`src/rtl/bubble_sorter_param_pkg.sv`:
```
// rtl/bubble_sorter_param_pkg.sv - shared state encoding and width helper for the bubble sorter
package bubble_sort_pkg;

  typedef logic [1:0] state_t;

  localparam state_t S_LOAD  = 2'd0;
  localparam state_t S_SORT  = 2'd1;
  localparam state_t S_DRAIN = 2'd2;

  // Index width for an N-entry array; never narrower than one bit.
  function automatic int cw(input int n);
    return (n > 2) ? $clog2(n) : 1;
  endfunction

endpackage

```
`src/rtl/bubble_sorter_param_cmp_swap.sv`:
```
// rtl/bubble_sorter_param_cmp_swap.sv - combinational compare-exchange of two adjacent words
module cmp_swap #(
  parameter int WIDTH = 4
) (
  input  logic [WIDTH-1:0] a,
  input  logic [WIDTH-1:0] b,
  input  logic             descend,
  output logic [WIDTH-1:0] lo_out,
  output logic [WIDTH-1:0] hi_out,
  output logic             swap
);

  // Strict comparison keeps equal words in place, so the sort is stable.
  assign swap   = descend ? (a < b) : (a > b);
  assign lo_out = swap ? b : a;
  assign hi_out = swap ? a : b;

endmodule

```
`src/rtl/bubble_sorter_param.sv`:
```
// rtl/bubble_sorter_param.sv - serial-in/serial-out bubble sorter; BUBBLE_SORT_EARLY_EXIT_EN enables early exit
module bubble_sorter_param
  import bubble_sort_pkg::*;
#(
  parameter int N     = 8,
  parameter int WIDTH = 4
) (
  input  logic             clk,
  input  logic             rst,
  input  logic             descend,
  input  logic             in_valid,
  output logic             in_ready,
  input  logic [WIDTH-1:0] in_data,
  output logic             out_valid,
  input  logic             out_ready,
  output logic [WIDTH-1:0] out_data,
  output logic             out_last,
  output logic             busy
);

  localparam int CW = cw(N);
  localparam logic [CW-1:0] LAST = CW'(N - 1);
  localparam logic [CW-1:0] ONE  = CW'(1);

  state_t           state;
  logic [WIDTH-1:0] mem [N];
  logic [CW-1:0]    wr_idx;
  logic [CW-1:0]    rd_idx;
  logic [CW-1:0]    j;
  logic [CW-1:0]    p;
  logic [CW-1:0]    jm1;
  logic             mode;
  logic [WIDTH-1:0] lo_w;
  logic [WIDTH-1:0] hi_w;
  logic             swap;
  logic             pass_clean;

  assign jm1 = j - ONE;

  cmp_swap #(.WIDTH(WIDTH)) u_cmp_swap (
    .a       (mem[jm1]),
    .b       (mem[j]),
    .descend (mode),
    .lo_out  (lo_w),
    .hi_out  (hi_w),
    .swap    (swap)
  );

`ifdef BUBBLE_SORT_EARLY_EXIT_EN
  logic swapped;
  // The compare in flight on the last cycle of a pass counts toward that pass.
  assign pass_clean = !(swapped || swap);
`else
  assign pass_clean = 1'b0;
`endif

  assign in_ready  = (state == S_LOAD);
  assign busy      = (state == S_SORT);
  assign out_valid = (state == S_DRAIN);
  assign out_last  = out_valid && (rd_idx == LAST);
  assign out_data  = mem[rd_idx];

  always_ff @(posedge clk) begin
    if (rst) begin
      state  <= S_LOAD;
      wr_idx <= '0;
      rd_idx <= '0;
      j      <= '0;
      p      <= '0;
      mode   <= 1'b0;
      for (int i = 0; i < N; i++) mem[i] <= '0;
`ifdef BUBBLE_SORT_EARLY_EXIT_EN
      swapped <= 1'b0;
`endif
    end else begin
      case (state)
        S_LOAD: begin
          if (in_valid) begin
            mem[wr_idx] <= in_data;
            if (wr_idx == LAST) begin
              wr_idx <= '0;
              mode   <= descend;
              p      <= ONE;
              j      <= LAST;
              state  <= S_SORT;
`ifdef BUBBLE_SORT_EARLY_EXIT_EN
              swapped <= 1'b0;
`endif
            end else begin
              wr_idx <= wr_idx + ONE;
            end
          end
        end
        S_SORT: begin
          if (swap) begin
            mem[jm1] <= lo_w;
            mem[j]   <= hi_w;
          end
          if (j > p) begin
            j <= j - ONE;
`ifdef BUBBLE_SORT_EARLY_EXIT_EN
            swapped <= swapped || swap;
`endif
          end else if ((p == LAST) || pass_clean) begin
            rd_idx <= '0;
            state  <= S_DRAIN;
          end else begin
            p <= p + ONE;
            j <= LAST;
`ifdef BUBBLE_SORT_EARLY_EXIT_EN
            swapped <= 1'b0;
`endif
          end
        end
        S_DRAIN: begin
          if (out_ready) begin
            if (rd_idx == LAST) begin
              rd_idx <= '0;
              wr_idx <= '0;
              state  <= S_LOAD;
            end else begin
              rd_idx <= rd_idx + ONE;
            end
          end
        end
        default: state <= S_LOAD;
      endcase
    end
  end

endmodule

```
`config.mk`:
```
export PLATFORM = sky130hd
export DESIGN_NAME = bubble_sorter_param
export DESIGN_NICKNAME = d
export VERILOG_FILES = /design/src/rtl/bubble_sorter_param_pkg.sv /design/src/rtl/bubble_sorter_param_cmp_swap.sv /design/src/rtl/bubble_sorter_param.sv
export SDC_FILE = /design/constraint.sdc
export NUM_CORES = 1
export LEC_CHECK = 0
export CAP_MARGIN = 15
export CORE_AREA = 2 2 112 114
export CTS_CLUSTER_DIAMETER = 80
export CTS_CLUSTER_SIZE = 40
export DETAILED_ROUTE_END_ITERATION = 10
export DIE_AREA = 0 0 114 116
export PLACE_DENSITY = 0.47
export SYNTH_ARGS = -nofsm -noshare
export SYNTH_HDL_FRONTEND = slang
export SYNTH_SLANG_ARGS = --single-unit
```
`constraint.sdc`:
```
create_clock -name clk -period 9 [get_ports clk]
set_input_delay 2.25 -clock clk [delete_from_list [all_inputs] [get_ports clk]]
set_output_delay 2.25 -clock clk [all_outputs]
set_load 0.01 [all_outputs]
```
==> flow_summary.toml, run 1 <==
[status]
outcome = "finished clean"

[worst_setup_path]
crit_path_end_kind = "flip-flop"
crit_fanout = 21
cp.required_ns = 8.95
criticalPathCategory = "reg -> reg"
reg2reg_slack_ns = 4.01
worstSetupStartpoint = "j[1]"
crit_slowest_cell = "ha_1"
crit_arrival_ns = 4.95
startpoint_type = "flip-flop"
timing.rr.start = "j[1]"
crit_top_cell = "ha_1"
path_cells = "inv_1, ha_1, mux4_2, mux2i_1, ha_1, and4_1, or3_1, a2111o_1, nand2_1, a32oi_1, o211ai_1"
slowest_delay_ns = 0.73

[route]
drc = 0
drt-total-wl_um = 10600
first_pass_iters = 5
drt_iter0_drc = 252
wl_per_cell_um = 22.5
via_per_inst = 6.03
via_count = 2847
detail-route-antenna-nets = 0

[cts]
cts_buffers = 5
cts_sinks = 53
h-tree-depth = 2
clk_pin_slew_ns = 0.07
root_buffer = "clkbuf_16"
insertion_delay_ns = 0.29
cts_buffer_depth = 2
cts-hold-fix-buffers = 0
post_cts_buffers = 0
cts_tree = "built"
post_cts_resized = 0

[final_layout]
final_cell_mix = "32 x edfxtp_1, 25 x nand2_1, 24 x mux4_2"
antenna_cells = 0
nets = 347
utilization = 0.342
stdcell_count = 472
final_common_cell = "edfxtp_1"
area_growth_pct = 11.7
drive_gt1_frac = 0.178
final_area_um2 = 4080

[power_and_ir_drop]
power_density_nw_per_um2 = 137
p_clk_frac = 0.392
seqPwrFrac = 0.490
peakVddDrop_mv = 0.108
internal_power_mw = 0.426
switching_share = 0.236
p_leak_nw = 1.37
fin_total_pwr_mw = 0.558
power.switching_mw = 0.132
combPwrFrac = 0.118

[die]
core_area_um2 = 11900
die_h_um = 116
start_util = 0.306
dieArea_um2 = 13200
die_w_um = 114
num_io_pins = 17
num_rows = 40

[timing]
finalCriticalPeriod_ns = 4.99
final.setup.tns_ns = 0
clock-skew-final_ns = 0.00836
max_freq_ghz = 0.200
worst_slew_pin_slew_ns = 0.867
rsz0062_at_grt = "false"
hold_viol_final = 0
setup_viol = 0
min_period_over_period = 0.555
slew_viol_final = 0
slew-limit-headroom = 0.418

[synthesis]
synth_edf_count = 32
avgSynthCellArea_um2 = 11.5
synthArstFlopShare = 0
ys_seq_area_frac = 0.378
synth_top_area_cell = "edfxtp_1"
ys_warn_count = 0
synth_area_um2 = 3650
yosysTopAreaCellShare = 0.263
yosys_most_used_dff = "edfxtp_1"
ys_top_cells_by_area = "edfxtp_1 26%, mux4_2 15%, dfxtp_1 12%"
ys_ff_latch = 53
synth_cells = 318
syn-num-nets = 341
synth.distinct_cells = 53

[min_path]
worstHoldStart = "p[2]"
hold_class = "reg -> reg"

[place]
placed_cell_area_um2 = 3910
dp.cells = 464
port_buffers = 16
globalplace.congestion = 0.853
dp_hpwl_um = 8330

[grt]
grt_pass1_wl_um = 16600
grt_max_degree = 25
grt-ovfl-total = 0
grt.total_usage = 0.168
grt_antenna_before_repair = 0
grt_pass1_vias = 2820

[job]
cap_violations = 0
==> synthesized netlist by cell type (2+ instances only) <==
library cell  instances
ha_1                 14
edfxtp_1             32
or2_2                 4
buf_1                 2
nand3_1              10
and3_1                4
a311oi_1              2
nand4_1               2
o32ai_1              16
o21ai_0               5
mux2i_1              14
nor3_1                2
mux2i_2               2
nor2_1               13
a32o_1               12
a221o_1               6
a211oi_1              3
inv_1                12
nor2b_1               6
o2bb2ai_1             3
nand2_1              25
a21oi_1              15
a31oi_1               3
dfxtp_1              21
buf_2                 5
mux2_2               14
a21o_1                2
mux4_2               24
nand2b_1              6
clkbuf_1             10
a22oi_1               4
and2_1                3
o21ai_1               2
==> cell type report <==
type | instances | area [um2]
fillers | 1190 | 7840
well taps | 147 | 184
inverters | 12 | 45.0
clock inverters | 2 | 38.8
clock buffers | 6 | 129
repair buffers | 19 | 183
multi-input cells | 233 | 2110
flip-flops and latches | 53 | 1380
==> metrics by stage <==
step / setup slack [ns] / hold WS [ns]
after floorplan: 4.84 / 0.466
after global placement: 3.89 / 0.483
after detailed placement: 3.83 / 0.491
after CTS: 4.12 / 0.501
after global routing: 3.76 / 0.538
final: 4.01 / 0.498
==> per-layer routing <==
layer / up-vias / wire (um) / track usage
met4: 0 / 337 / 0.0659
met5: - / 0 / 0
met2: 129 / 5210 / 0.291
li1: 1294 / - / -
met1: 1398 / 4450 / 0.213
met3: 26 / 630 / 0.0267
==> critical path, delay by kind of cell (launching register included) <==
family          cells  cell delay, ns
flops               1            0.47
compound gates      3            1.07
simple gates        3            1.07
buf+inv             1            0.12
mux                 2            0.88
fa+ha+maj           2            1.05
==> power groups by stage <==
| stage | combinational (mW) | sequential [mW] | clock (mW) |
|---|---|---|---|
| final | 0.0657 | 0.273 | 0.219 |
| after global routing | 0.0712 | 0.274 | 0.230 |
| after detailed placement | 0.0646 | 0.279 | 0 |
| after floorplan | 0.0453 | 0.273 | 0 |
| after CTS | 0.0648 | 0.273 | 0.223 |
| after global placement | 0.0648 | 0.279 | 0 |
==> worst paths after layout <==
path,to,cells past startpoint
max,mem[0][2],11
min,p[2],2
min reg2reg,p[2],2
max reg2reg,mem[0][2],11
==> logic make-up (layout without fill, tap and decap cells) <==
group,Yosys count,after routing,share of synthesized area
AND/OR/NAND/NOR,81,81,0.112
AO/OA/AOI/OAI,82,82,0.177
adder cells (fa/ha/maj),14,14,0.0480
XOR/XNOR,2,2,0.00480
flip-flops,53,53,0.378
multiplexers,54,54,0.237
buffers and inverters,32,39,0.0422
Power figures use the tool's default switching activity.
==> run 2, diff against run 1 <==
PLACE_DENSITY = 0.48   (was 0.47)
clock period = 4.15 ns   (was 9 ns; I/O delays follow)
==> flow_summary.toml, run 2 (synthesis gave the netlist of run 1 again) <==
[die]
num_io_pins = 17
core_area_um2 = 11900
num_rows = 40
die_h_um = 116
dieArea_um2 = 13200
start_util = 0.306
die_w_um = 114

[power_and_ir_drop]
peakVddDrop_mv = 0.166
fin_total_pwr_mw = 1.23
power_density_nw_per_um2 = 294
p_leak_nw = 1.43

[worst_setup_path]
crit_fanout = 8
cp.required_ns = 4.18
reg2reg_slack_ns = 0.20
criticalPathCategory = "reg -> reg"
r2r-end = "mem[3][3]"
startpoint_type = "flip-flop"
crit_arrival_ns = 3.98
crit_path_end_kind = "flip-flop"
r2r_cells = 11

[final_layout]
final_cell_mix = "32 x edfxtp_1, 25 x nand2_1, 24 x mux4_2"
ff_latch_area_um2 = 1380
antenna_cells = 0
fillers = 1211
final_area_um2 = 4190
final_common_cell = "edfxtp_1"
nets = 359
area_growth_pct = 14.7
multiInputGateArea_um2 = 2130
drive_gt1_frac = 0.220

[cts]
cts-hold-fix-buffers = 0
insertion_delay_ns = 0.29
cts_buffers = 5
post_cts_resized = 0
cts_buffer_depth = 2
cts_tree = "built"
root_buffer = "clkbuf_16"
cts_sinks = 53
post_cts_buffers = 0
clk_pin_slew_ns = 0.07
h-tree-depth = 2

[timing]
final.setup.tns_ns = 0
hold_viol_final = 0
max_freq_ghz = 0.253
hold_ws_ns = 0.502
clock-skew-final_ns = 0.00575
setup_slack_ns = 0.200
min_period_over_period = 0.952
finalCriticalPeriod_ns = 3.95
setup_viol = 0
slew_viol_final = 0
slew-limit-headroom = 0.603
worst_slew_pin_slew_ns = 0.589
rsz0062_at_grt = "false"

[place]
placed_cell_area_um2 = 4000
place_ws_ns = 0.136
globalplace.congestion = 0.863
dp_hpwl_um = 8390
port_buffers = 16

[route]
first_pass_iters = 5
drt-total-wl_um = 10500
drt_iter0_drc = 325
via_per_inst = 5.91
drc = 0
detail-route-antenna-nets = 0
wl_per_cell_um = 21.6
via_count = 2862

[grt]
grt_pass1_vias = 2885
grt_pass1_wl_um = 16200
grt.total_usage = 0.164
grt_antenna_before_repair = 0
grt_max_degree = 24
grt-ovfl-total = 0

[job]
cap_violations = 0

[status]
outcome = "finished clean"

[min_path]
worstHoldPathCells = 2
whs_endpoint = "p[1]"
hold_class = "reg -> reg"
worstHoldStart = "p[1]"
## run 2: metal layers
layer,part of all wire,track usage
met3,0.055,0.0241
met4,0.026,0.0585
met1,0.42,0.205
met2,0.50,0.289
met5,0,0
## run 2: layout make-up
type	count	share of cell area
tap	147	0.0439
multi-input combinational	233	0.509
clock inverter	1	0.00717
inverter	12	0.0108
sequential	53	0.330
clock buffer	7	0.0344
timing repair buffer	31	0.0652
## run 2: worst max path at each step
stage,depth (start not counted),from,end,slack [ns]
global route,11,j[0],mem[3][0],0.02
floorplan,14,j[0],mem[3][0],0.11
global placement,11,j[0],mem[3][1],0.19
finish,11,flip-flop,mem[3][3],0.20
CTS,11,j[0],mem[2][0],0.11
detailed placement,11,j[0],mem[3][0],0.14
## run 2: stage by stage
step	cells	utilization
3_5_place_dp	476	0.336
6_report	484	0.351
3_3_place_gp	476	0.336
2_1_floorplan	318	-
5_1_grt	484	0.351
4_1_cts	484	0.350
## run 2: power breakdown
part           internal (mW)  switching (mW)  leakage [nW]
logic                 0.0654          0.0787         0.844
clock network          0.304           0.190        0.0871
registers              0.574          0.0193         0.501
## run 2: critical path: stages (launching register included)
cell and delay (ns):
dfxtp_1 0.31, buf_4 0.21, mux4_2 0.52, mux2i_1 0.28, inv_1 0.14, ha_1 0.28, and4_1 0.23, or3_1 0.34
a211o_1 0.32, nand2_2 0.17, mux2_2 0.44, a221o_1 0.43
==> run 3, diff against run 2 <==
GPL_TIMING_DRIVEN = 0   (was not set)
==> flow_summary.toml, run 3 (synthesis gave the netlist of run 1 again) <==
[status]
outcome = "finished clean"

[power_and_ir_drop]
p_clk_frac = 0.386
power.switching_mw = 0.288
power_density_nw_per_um2 = 273
seqPwrFrac = 0.482
combPwrFrac = 0.132
p_leak_nw = 1.54
peakVddDrop_mv = 0.156
internal_power_mw = 0.936
switching_share = 0.235

[die]
start_util = 0.306
core_area_um2 = 11900
dieArea_um2 = 13200
die_h_um = 116
num_io_pins = 17
num_rows = 40
die_w_um = 114

[cts]
cts_tree = "built"
h-tree-depth = 2
cts_buffer_depth = 2
cts_sinks = 53
insertion_delay_ns = 0.29
root_buffer = "clkbuf_16"
cts_buffers = 5
clk_pin_slew_ns = 0.07

[route]
via_count = 2892
drt_iter0_drc = 209
m1WireLength_um = 4860
first_pass_iters = 4
via_per_inst = 5.73
highest_layer = "met4"
drc = 0
wl_met2_um = 5400
detail-route-antenna-nets = 0
drt-total-wl_um = 11100
wl_met3_um = 488
wl_per_cell_um = 22.0

[timing]
slew-limit-headroom = 0.541
min_period_over_period = 0.972
worst_slew_pin_slew_ns = 0.688
clock-skew-final_ns = 0.00579
slew_viol_final = 0
finalCriticalPeriod_ns = 4.04
final.setup.tns_ns = 0
setup_slack_ns = 0.114
hold_viol_final = 0
max_freq_ghz = 0.248
setup_viol = 0

[worst_setup_path]
cp.depth = 14
slowest_delay_ns = 0.42
startpoint_type = "flip-flop"
crit_path_end_kind = "flip-flop"
r2r_cells = 14
crit_fanout = 10
crit_slowest_cell = "a221o_1"
path_cells = "buf_6, buf_12, clkinvlp_4, ha_4, clkbuf_16, mux4_2, mux2i_4, ha_1, and4_1, or3_4, a211o_1, nand2_2, mux2_4, a221o_1"
crit_arrival_ns = 4.06
criticalPathCategory = "reg -> reg"
timing.critical_path.buf_inv = 4
cp.required_ns = 4.17
cp_top_family = "multiplexers"

[grt]
grt_pass1_vias = 2917
grt.total_usage = 0.175
grt-ovfl-total = 0
grt_antenna_before_repair = 0
grt_pass1_wl_um = 17300
grt_max_degree = 17

[final_layout]
final_cell_mix = "32 x edfxtp_1, 24 x mux4_2, 22 x nand2_1"
final_area_um2 = 4480
area_growth_pct = 22.8
nets = 380
final_common_cell = "edfxtp_1"
antenna_cells = 0
drive_gt1_frac = 0.274

[place]
globalplace.congestion = 0.857
placed_cell_area_um2 = 4000
port_buffers = 16
place_ws_ns = -1.09
dp_hpwl_um = 8490

[min_path]
hold_class = "reg -> reg"
worstHoldPathCells = 2

[job]
cap_violations = 0
[run 3: timing repair]
item	in CTS	in global routing
resized for setup	24	12
gates cloned	0	0
hold buffers	0	0
setup buffers	10	6
endpoints found under the hold margin	0	0
pin swaps	8	4
setup endpoints to repair	64	64
[run 3: worst min-delay path, cell delays in order (launching register included)]
cell	delay [ns]
dfxtp_1	0.32
nand3_1	0.06
a21oi_1	0.07
[run 3: final cells by class]
type / instances / area, um2
repair buffers: 32 / 305
plain buffers: 20 / 154
flip-flops and latches: 53 / 1380
inverters: 12 / 48.8
fillers: 1202 / 7430
clock inverters: 2 / 38.8
well taps: 147 / 184
multi-input cells: 233 / 2240
clock buffers: 6 / 129
[run 3: per-stage QoR]
stage / hold WS [ns] / cells / util / power [mW]
final: 0.505 / 505 / 0.376 / 1.22
after global routing: 0.533 / 505 / 0.376 / 1.27
after CTS: 0.508 / 499 / 0.367 / 1.22
after detailed placement: 0.498 / 481 / 0.335 / 0.745
after global placement: 0.480 / 481 / 0.335 / 0.743
after floorplan: 0.466 / 318 / - / 0.691
[run 3: final timing paths]
kind / start / end / slack (ns)
max: j[0] / mem[2][3] / 0.11
min: rd_idx[2] / rd_idx[2] / 0.50
max reg2reg: j[0] / mem[2][3] / 0.11
min reg2reg: rd_idx[2] / rd_idx[2] / 0.50
[run 3: power by group through the flow]
stage	clock (mW)	combinational, mW	sequential [mW]
final	0.473	0.162	0.589
after global routing	0.501	0.174	0.591
after CTS	0.480	0.149	0.589
after detailed placement	0	0.144	0.601
after global placement	0	0.143	0.600
after floorplan	0	0.0983	0.592
[run 3: routing by layer]
layer | up-vias | GRT usage
met4 | 0 | 0.0618
li1 | 1364 | -
met1 | 1426 | 0.230
met3 | 21 | 0.0209
met2 | 81 | 0.298
met5 | - | 0
